===== src/rtl/jtag_gpio_pkg.sv =====
// Shared definitions for the virtual-JTAG GPIO bridge: opcodes, STATUS
// layout and the width helper used to size the data register.
package jtag_gpio_pkg;

    localparam int OP_BYPASS    = 0;
    localparam int OP_READ_IN   = 1;
    localparam int OP_WRITE_OUT = 2;
    localparam int OP_READ_OUT  = 3;
    localparam int OP_STATUS    = 4;

    localparam int STATUS_W     = 16;
    localparam int ST_LEN_ERR   = 0;
    localparam int ST_PAR_ERR   = 1;
    localparam int ST_WCNT_LSB  = 8;

    typedef enum logic [2:0] {
        K_BYPASS,
        K_READ_IN,
        K_WRITE_OUT,
        K_READ_OUT,
        K_STATUS
    } op_kind_e;

    function automatic int max3(input int a, input int b, input int c);
        int m;
        m = (a > b) ? a : b;
        return (m > c) ? m : c;
    endfunction

endpackage


===== src/rtl/jtag_sync2.sv =====
// Two-flop synchroniser bringing the asynchronous input bank into tck.
module jtag_sync2 #(
    parameter int W = 4
) (
    input  logic         clk,
    input  logic         clr_n,
    input  logic [W-1:0] din,
    output logic [W-1:0] dout
);

    logic [W-1:0] meta_reg;
    logic [W-1:0] sync_reg;

    // Two back-to-back stages; cleared asynchronously with the bridge.
    always_ff @(posedge clk or negedge clr_n) begin
        if (!clr_n) begin
            meta_reg <= '0;
            sync_reg <= '0;
        end else begin
            meta_reg <= din;
            sync_reg <= meta_reg;
        end
    end

    assign dout = sync_reg;

endmodule


===== src/rtl/jtag_gpio_bridge.sv =====
// Virtual-JTAG data-register endpoint giving host access to an input bank,
// an output bank and a status word. Optional even-parity protection of
// output-bank writes is enabled by defining JTAG_GPIO_PARITY_EN.
module jtag_gpio_bridge
    import jtag_gpio_pkg::*;
#(
    parameter int               IR_W    = 3,
    parameter int               IN_W    = 4,
    parameter int               OUT_W   = 8,
    parameter logic [OUT_W-1:0] RST_VAL = '0
) (
    input  logic             tck,
    input  logic             aclr,
    input  logic             tdi,
    input  logic [IR_W-1:0]  ir_in,
    input  logic             v_cdr,
    input  logic             v_sdr,
    input  logic             v_udr,
    input  logic             v_uir,
    input  logic [IN_W-1:0]  sw_in,
    output logic             tdo,
    output logic [OUT_W-1:0] led_out,
    output logic             led_stb,
    output logic             err
);

`ifdef JTAG_GPIO_PARITY_EN
    localparam int OUT_LEN = OUT_W + 1;
`else
    localparam int OUT_LEN = OUT_W;
`endif
    localparam int DR_W  = max3(IN_W, OUT_W + 1, STATUS_W);
    localparam int CNT_W = $clog2(DR_W + 2);

    op_kind_e         kind;
    logic [CNT_W-1:0] len;
    logic [DR_W-1:0]  sr_reg, sr_cap, sr_shift;
    logic [CNT_W-1:0] cnt_reg;
    logic             bypass_reg, udr_q_reg;
    logic [OUT_W-1:0] led_reg;
    logic             stb_reg, len_err_reg, par_err_reg;
    logic [7:0]       wcnt_reg;
    logic [IN_W-1:0]  sw_sync;
    logic [STATUS_W-1:0] status_word;
    logic             commit, len_ok, par_ok;

    jtag_sync2 #(.W(IN_W)) u_sync (
        .clk   (tck),
        .clr_n (aclr),
        .din   (sw_in),
        .dout  (sw_sync)
    );

    // Opcode decode and active shift length; unknown opcodes act as BYPASS.
    always_comb begin
        kind = K_BYPASS;
        len  = CNT_W'(1);
        if (ir_in == IR_W'(OP_READ_IN)) begin
            kind = K_READ_IN;
            len  = CNT_W'(IN_W);
        end else if (ir_in == IR_W'(OP_WRITE_OUT)) begin
            kind = K_WRITE_OUT;
            len  = CNT_W'(OUT_LEN);
        end else if (ir_in == IR_W'(OP_READ_OUT)) begin
            kind = K_READ_OUT;
            len  = CNT_W'(OUT_LEN);
        end else if (ir_in == IR_W'(OP_STATUS)) begin
            kind = K_STATUS;
            len  = CNT_W'(STATUS_W);
        end
    end

    // Capture value, zero-extended to the full register width.
    always_comb begin
        status_word = '0;
        status_word[ST_LEN_ERR] = len_err_reg;
        status_word[ST_PAR_ERR] = par_err_reg;
        status_word[ST_WCNT_LSB +: 8] = wcnt_reg;
        sr_cap = '0;
        case (kind)
            K_READ_IN:  sr_cap[IN_W-1:0] = sw_sync;
            K_READ_OUT: begin
                sr_cap[OUT_W-1:0] = led_reg;
`ifdef JTAG_GPIO_PARITY_EN
                sr_cap[OUT_W] = ^led_reg;
`endif
            end
            K_STATUS:   sr_cap[STATUS_W-1:0] = status_word;
            default:    sr_cap = '0;
        endcase
    end

    // Shift only the active LEN bits: tdi enters at LEN-1, bits above stay put.
    genvar gi;
    generate
        for (gi = 0; gi < DR_W; gi++) begin : g_shift
            if (gi == DR_W - 1) begin : g_top
                assign sr_shift[gi] = (int'(len) == gi + 1) ? tdi : sr_reg[gi];
            end else begin : g_mid
                assign sr_shift[gi] = (int'(len) == gi + 1) ? tdi :
                                      (int'(len) >  gi + 1) ? sr_reg[gi + 1] : sr_reg[gi];
            end
        end
    endgenerate

`ifdef JTAG_GPIO_PARITY_EN
    assign par_ok = ~^sr_reg[OUT_W:0];
`else
    assign par_ok = 1'b1;
`endif
    assign len_ok = (cnt_reg == len);
    assign commit = v_udr && !udr_q_reg && (kind == K_WRITE_OUT);

    // Data register, bypass bit, bit counter and update-edge detector.
    always_ff @(posedge tck or negedge aclr) begin
        if (!aclr) begin
            sr_reg     <= '0;
            bypass_reg <= 1'b0;
            cnt_reg    <= '0;
            udr_q_reg  <= 1'b0;
        end else begin
            if (v_cdr) begin
                sr_reg     <= sr_cap;
                bypass_reg <= 1'b0;
                cnt_reg    <= '0;
            end else if (v_sdr) begin
                sr_reg     <= sr_shift;
                bypass_reg <= tdi;
                if (cnt_reg != len + CNT_W'(1))
                    cnt_reg <= cnt_reg + CNT_W'(1);
            end
            // A new instruction abandons any partial shift and pending update.
            if (v_uir) begin
                cnt_reg   <= '0;
                udr_q_reg <= 1'b0;
            end else begin
                udr_q_reg <= v_udr;
            end
        end
    end

    // Commit handling: output bank, strobe, write counter and sticky errors.
    always_ff @(posedge tck or negedge aclr) begin
        if (!aclr) begin
            led_reg     <= RST_VAL;
            stb_reg     <= 1'b0;
            len_err_reg <= 1'b0;
            par_err_reg <= 1'b0;
            wcnt_reg    <= '0;
        end else begin
            stb_reg <= 1'b0;
            if (v_cdr && kind == K_STATUS) begin
                len_err_reg <= 1'b0;
                par_err_reg <= 1'b0;
            end
            if (commit) begin
                if (!len_ok) begin
                    len_err_reg <= 1'b1;
                end else if (!par_ok) begin
                    par_err_reg <= 1'b1;
                end else begin
                    led_reg  <= sr_reg[OUT_W-1:0];
                    stb_reg  <= 1'b1;
                    wcnt_reg <= wcnt_reg + 8'd1;
                end
            end
        end
    end

    assign tdo     = (kind == K_BYPASS) ? bypass_reg : sr_reg[0];
    assign led_out = led_reg;
    assign led_stb = stb_reg;
    assign err     = len_err_reg | par_err_reg;

endmodule


===== config.mk =====
export PLATFORM = sky130hd
export DESIGN_NAME = jtag_gpio_bridge
export DESIGN_NICKNAME = d
export VERILOG_FILES = /design/src/rtl/jtag_gpio_pkg.sv /design/src/rtl/jtag_sync2.sv /design/src/rtl/jtag_gpio_bridge.sv
export SDC_FILE = /design/constraint.sdc
export NUM_CORES = 1
export LEC_CHECK = 0
export BUFFER_PORTS_ARGS = -buffer_cell sky130_fd_sc_hd__buf_4
export CORE_ASPECT_RATIO = 0.75
export CORE_MARGIN = 1
export CORE_UTILIZATION = 45
export CTS_BUF_LIST = sky130_fd_sc_hd__clkbuf_4 sky130_fd_sc_hd__clkbuf_8 sky130_fd_sc_hd__clkbuf_16
export DETAILED_ROUTE_END_ITERATION = 7
export HOLD_SLACK_MARGIN = 0.08
export PLACE_DENSITY = 0.76
export SLEW_MARGIN = 10
export SYNTH_ARGS = -nofsm -noshare
export SYNTH_HDL_FRONTEND = slang
export SYNTH_SLANG_ARGS = --single-unit

===== constraint.sdc =====
create_clock -name tck -period 2.55 [get_ports tck]
set_input_delay 0.51 -clock tck [delete_from_list [all_inputs] [get_ports tck]]
set_output_delay 0.51 -clock tck [all_outputs]
set_load 0.005 [all_outputs]

==> flow_summary.toml <==
[pwr]
p_per_area_nw_per_um2 = 620
comb_power_share_pct = 15.8
power_mw = 1.77
p_seq_share_pct = 50.8
p_int_mw = 1.29
ir_drop_v = 0.000325
switching_share_pct = 27.1
leakage_nw = 1.27
clock_power_share_pct = 33.4
p_sw_mw = 0.479

[finish]
nNetsFinal = 259
final_util_pct = 56.0
layout.cells.non_filler = 316
nFillCells = 435
largest_reg_flops = 16
num_antenna_cells = 0
drive_above_1_share_pct = 25.0
layout_common_cells = "49 x dfrtp_1, 30 x buf_4, 15 x nor2_1"
final_common_cell = "dfrtp_1"
fin_area_um2 = 2850
area_growth_pct = 15.4

[drt]
vias = 1740
vias_per_cell = 5.51
drc = 0
drtIter0Drc = 84
routed_wl_um = 4930
route.detailed.wl_per_inst_um = 15.6
first_pass_iters = 4
ant_nets = 0

[critical_path]
end_kind = "primary output"
worstPathRequired_ns = 2.04
cp.depth = 5
slowest_stage = "mux2_2"
path_buf_inv = 2
crit_family = "multiplexers"
critPathMaxFanout = 12
critPathKind = "in -> out"
r2r_cells = 5
critPathMostFrequentCell = "buf_4"
cp_cell_sequence = "buf_4, o21a_1, nor2_1, mux2_2, buf_4"
cp.arrival_ns = 1.65
start_kind = "input port"
max_stage_delay_ns = 0.39

[synth]
netlist-cell-type-count = 50
syn-num-nets = 232
ys_async_sr_fraction_pct = 100
syn_inst = 216
ys_seq_area_share_pct = 49.6
ys_ff_latch = 49
synth_area_leader_cell = "dfrtp_1"
yosysTopAreaCellShare_pct = 49.6
yosys_warnings = 0
synth_edf_count = 0
synth.area.top_cells = "dfrtp_1 50%, mux2i_1 5.7%, mux2_4 4.9%, a2111oi_2 3.0%, xor2_1 2.8%"
ys.flop_type = "dfrtp_1"
synth.cell_area_um2 = 2470
syn_avg_cell_area_um2 = 11.4

[global_route]
grt_pass1_vias = 1645
antenna_found_initial = 0
use_met3_pct = 6.49
grt_busiest_layer = "met1"
gr-usage-met1_pct = 28.8
use_met2_pct = 27.5
grt_pass1_wl_um = 8380
globalRouteOverflowTotal = 0
grt_max_degree = 50
globalRouteTotalUtil_pct = 19.7

[cts]
cts_tree = "yes"
clock-sinks = 49
cts_inserted_buffers = 5
ctsHoldBuffers = 0
cts_setup_buffers = 0
clk_path_buf_depth = 2
clkLatencyLatePin_ns = 0.31
clk_pin_slew_ns = 0.10
cts_max_level = 2
cts-root-buf = "clkbuf_8"
cts_resized = 0

[hold_path]
hold_class = "in -> async"

[placement]
gp_congestion = 0.890
dp.cells = 308
numPortBuffers = 24
dp_hpwl_um = 3340
dp_slack_ns = 0.302
place_area_um2 = 2730

[floorplanning]
rows = 22
die_x_um = 87.6
dieArea_um2 = 5800
core_area_um2 = 5090
pin_count = 25
initial_core_util_pct = 48.6
chipHeight_um = 66.2

[timing]
fin_skew_ns = 0.00491
whs_ns = 0.207
post-route-period-util_pct = 84.7
final_max_slew_viol_count = 0
rsz0062_at_grt = "false"
setup_slack_ns = 0.390
finalSetupViolCount = 0
slew-limit-headroom_pct = 59.6
tns_ns = 0
tightest_slew_ns = 0.607
hold_viol = 0
fmax_ghz = 0.463
fin_crit_ns = 2.16

[flow_run]
maxCapViolCount = 0

[run_status]
status = "finished clean"
==> final cells by class <==
class	count	area, um2	area share [%]
inverter	4	15.0	0.526
tap	72	90.1	3.16
clock inverter	3	50.0	1.75
multi-input combinational	153	1180	41.3
timing repair buffer	30	225	7.89
clock buffer	5	68.8	2.41
sequential	49	1230	43.0
==> path summary, 6_finish.rpt <==
kind | from | to | slack (ns)
setup / recovery | ir_in[1] | tdo | 0.39
hold / removal | aclr | cnt_reg[0] | 0.21
setup reg to reg | cnt_reg[2] | led_out[1] | 0.42
hold reg to reg | u_sync.meta_reg[0] | u_sync.dout[0] | 0.36
max in group asynchronous | aclr | sr_reg[10] | 1.94
min in group tck | sw_in[1] | u_sync.meta_reg[1] | 0.30
==> cells by family (layout without fill, tap and decap cells) <==
logic type | after synthesis | after routing | share of synthesized area (%)
muxes | 25 | 25 | 11.9
AOI/OAI and AO/OA | 49 | 49 | 15.2
xor gates and xnor gates | 10 | 10 | 4.10
adders and majority gates | 2 | 2 | 1.01
DFF | 49 | 49 | 49.6
buffers and inverters | 14 | 42 | 2.78
and+or+nand+nor | 67 | 67 | 15.4
==> power groups by stage <==
| stage | Clock, mW | Combinational [mW] | Sequential [mW] |
|---|---|---|---|
| 5_1_grt | 0.645 | 0.308 | 0.906 |
| 3_5_place_dp | 0 | 0.282 | 0.911 |
| 3_3_place_gp | 0 | 0.273 | 0.912 |
| 2_1_floorplan | 0 | 0.164 | 0.901 |
| 4_1_cts | 0.599 | 0.283 | 0.898 |
| 6_report | 0.591 | 0.280 | 0.898 |
==> Yosys cell counts, drive strengths merged (2+ instances only) <==
library cell,number
xor2,8
nand2,9
o21ai,14
a21oi,13
nand3,12
a2111oi,5
ha,2
mux2i,14
or4b,2
inv,4
dfrtp,49
or3,2
nand2b,4
buf,5
o32a,3
o31ai,2
nor3,4
nor3b,3
o21a,2
and3,2
nor2,15
clkbuf,5
mux2,11
nor2b,6
and2,3
nand4,3
==> layer usage <==
metal / wire, um / vias up
met5: 0 / -
met2: 2020 / 32
met3: 235 / 5
met1: 2620 / 865
li1: - / 838
met4: 53 / 0
No activity file was read; power rests on OpenSTA's default activity.
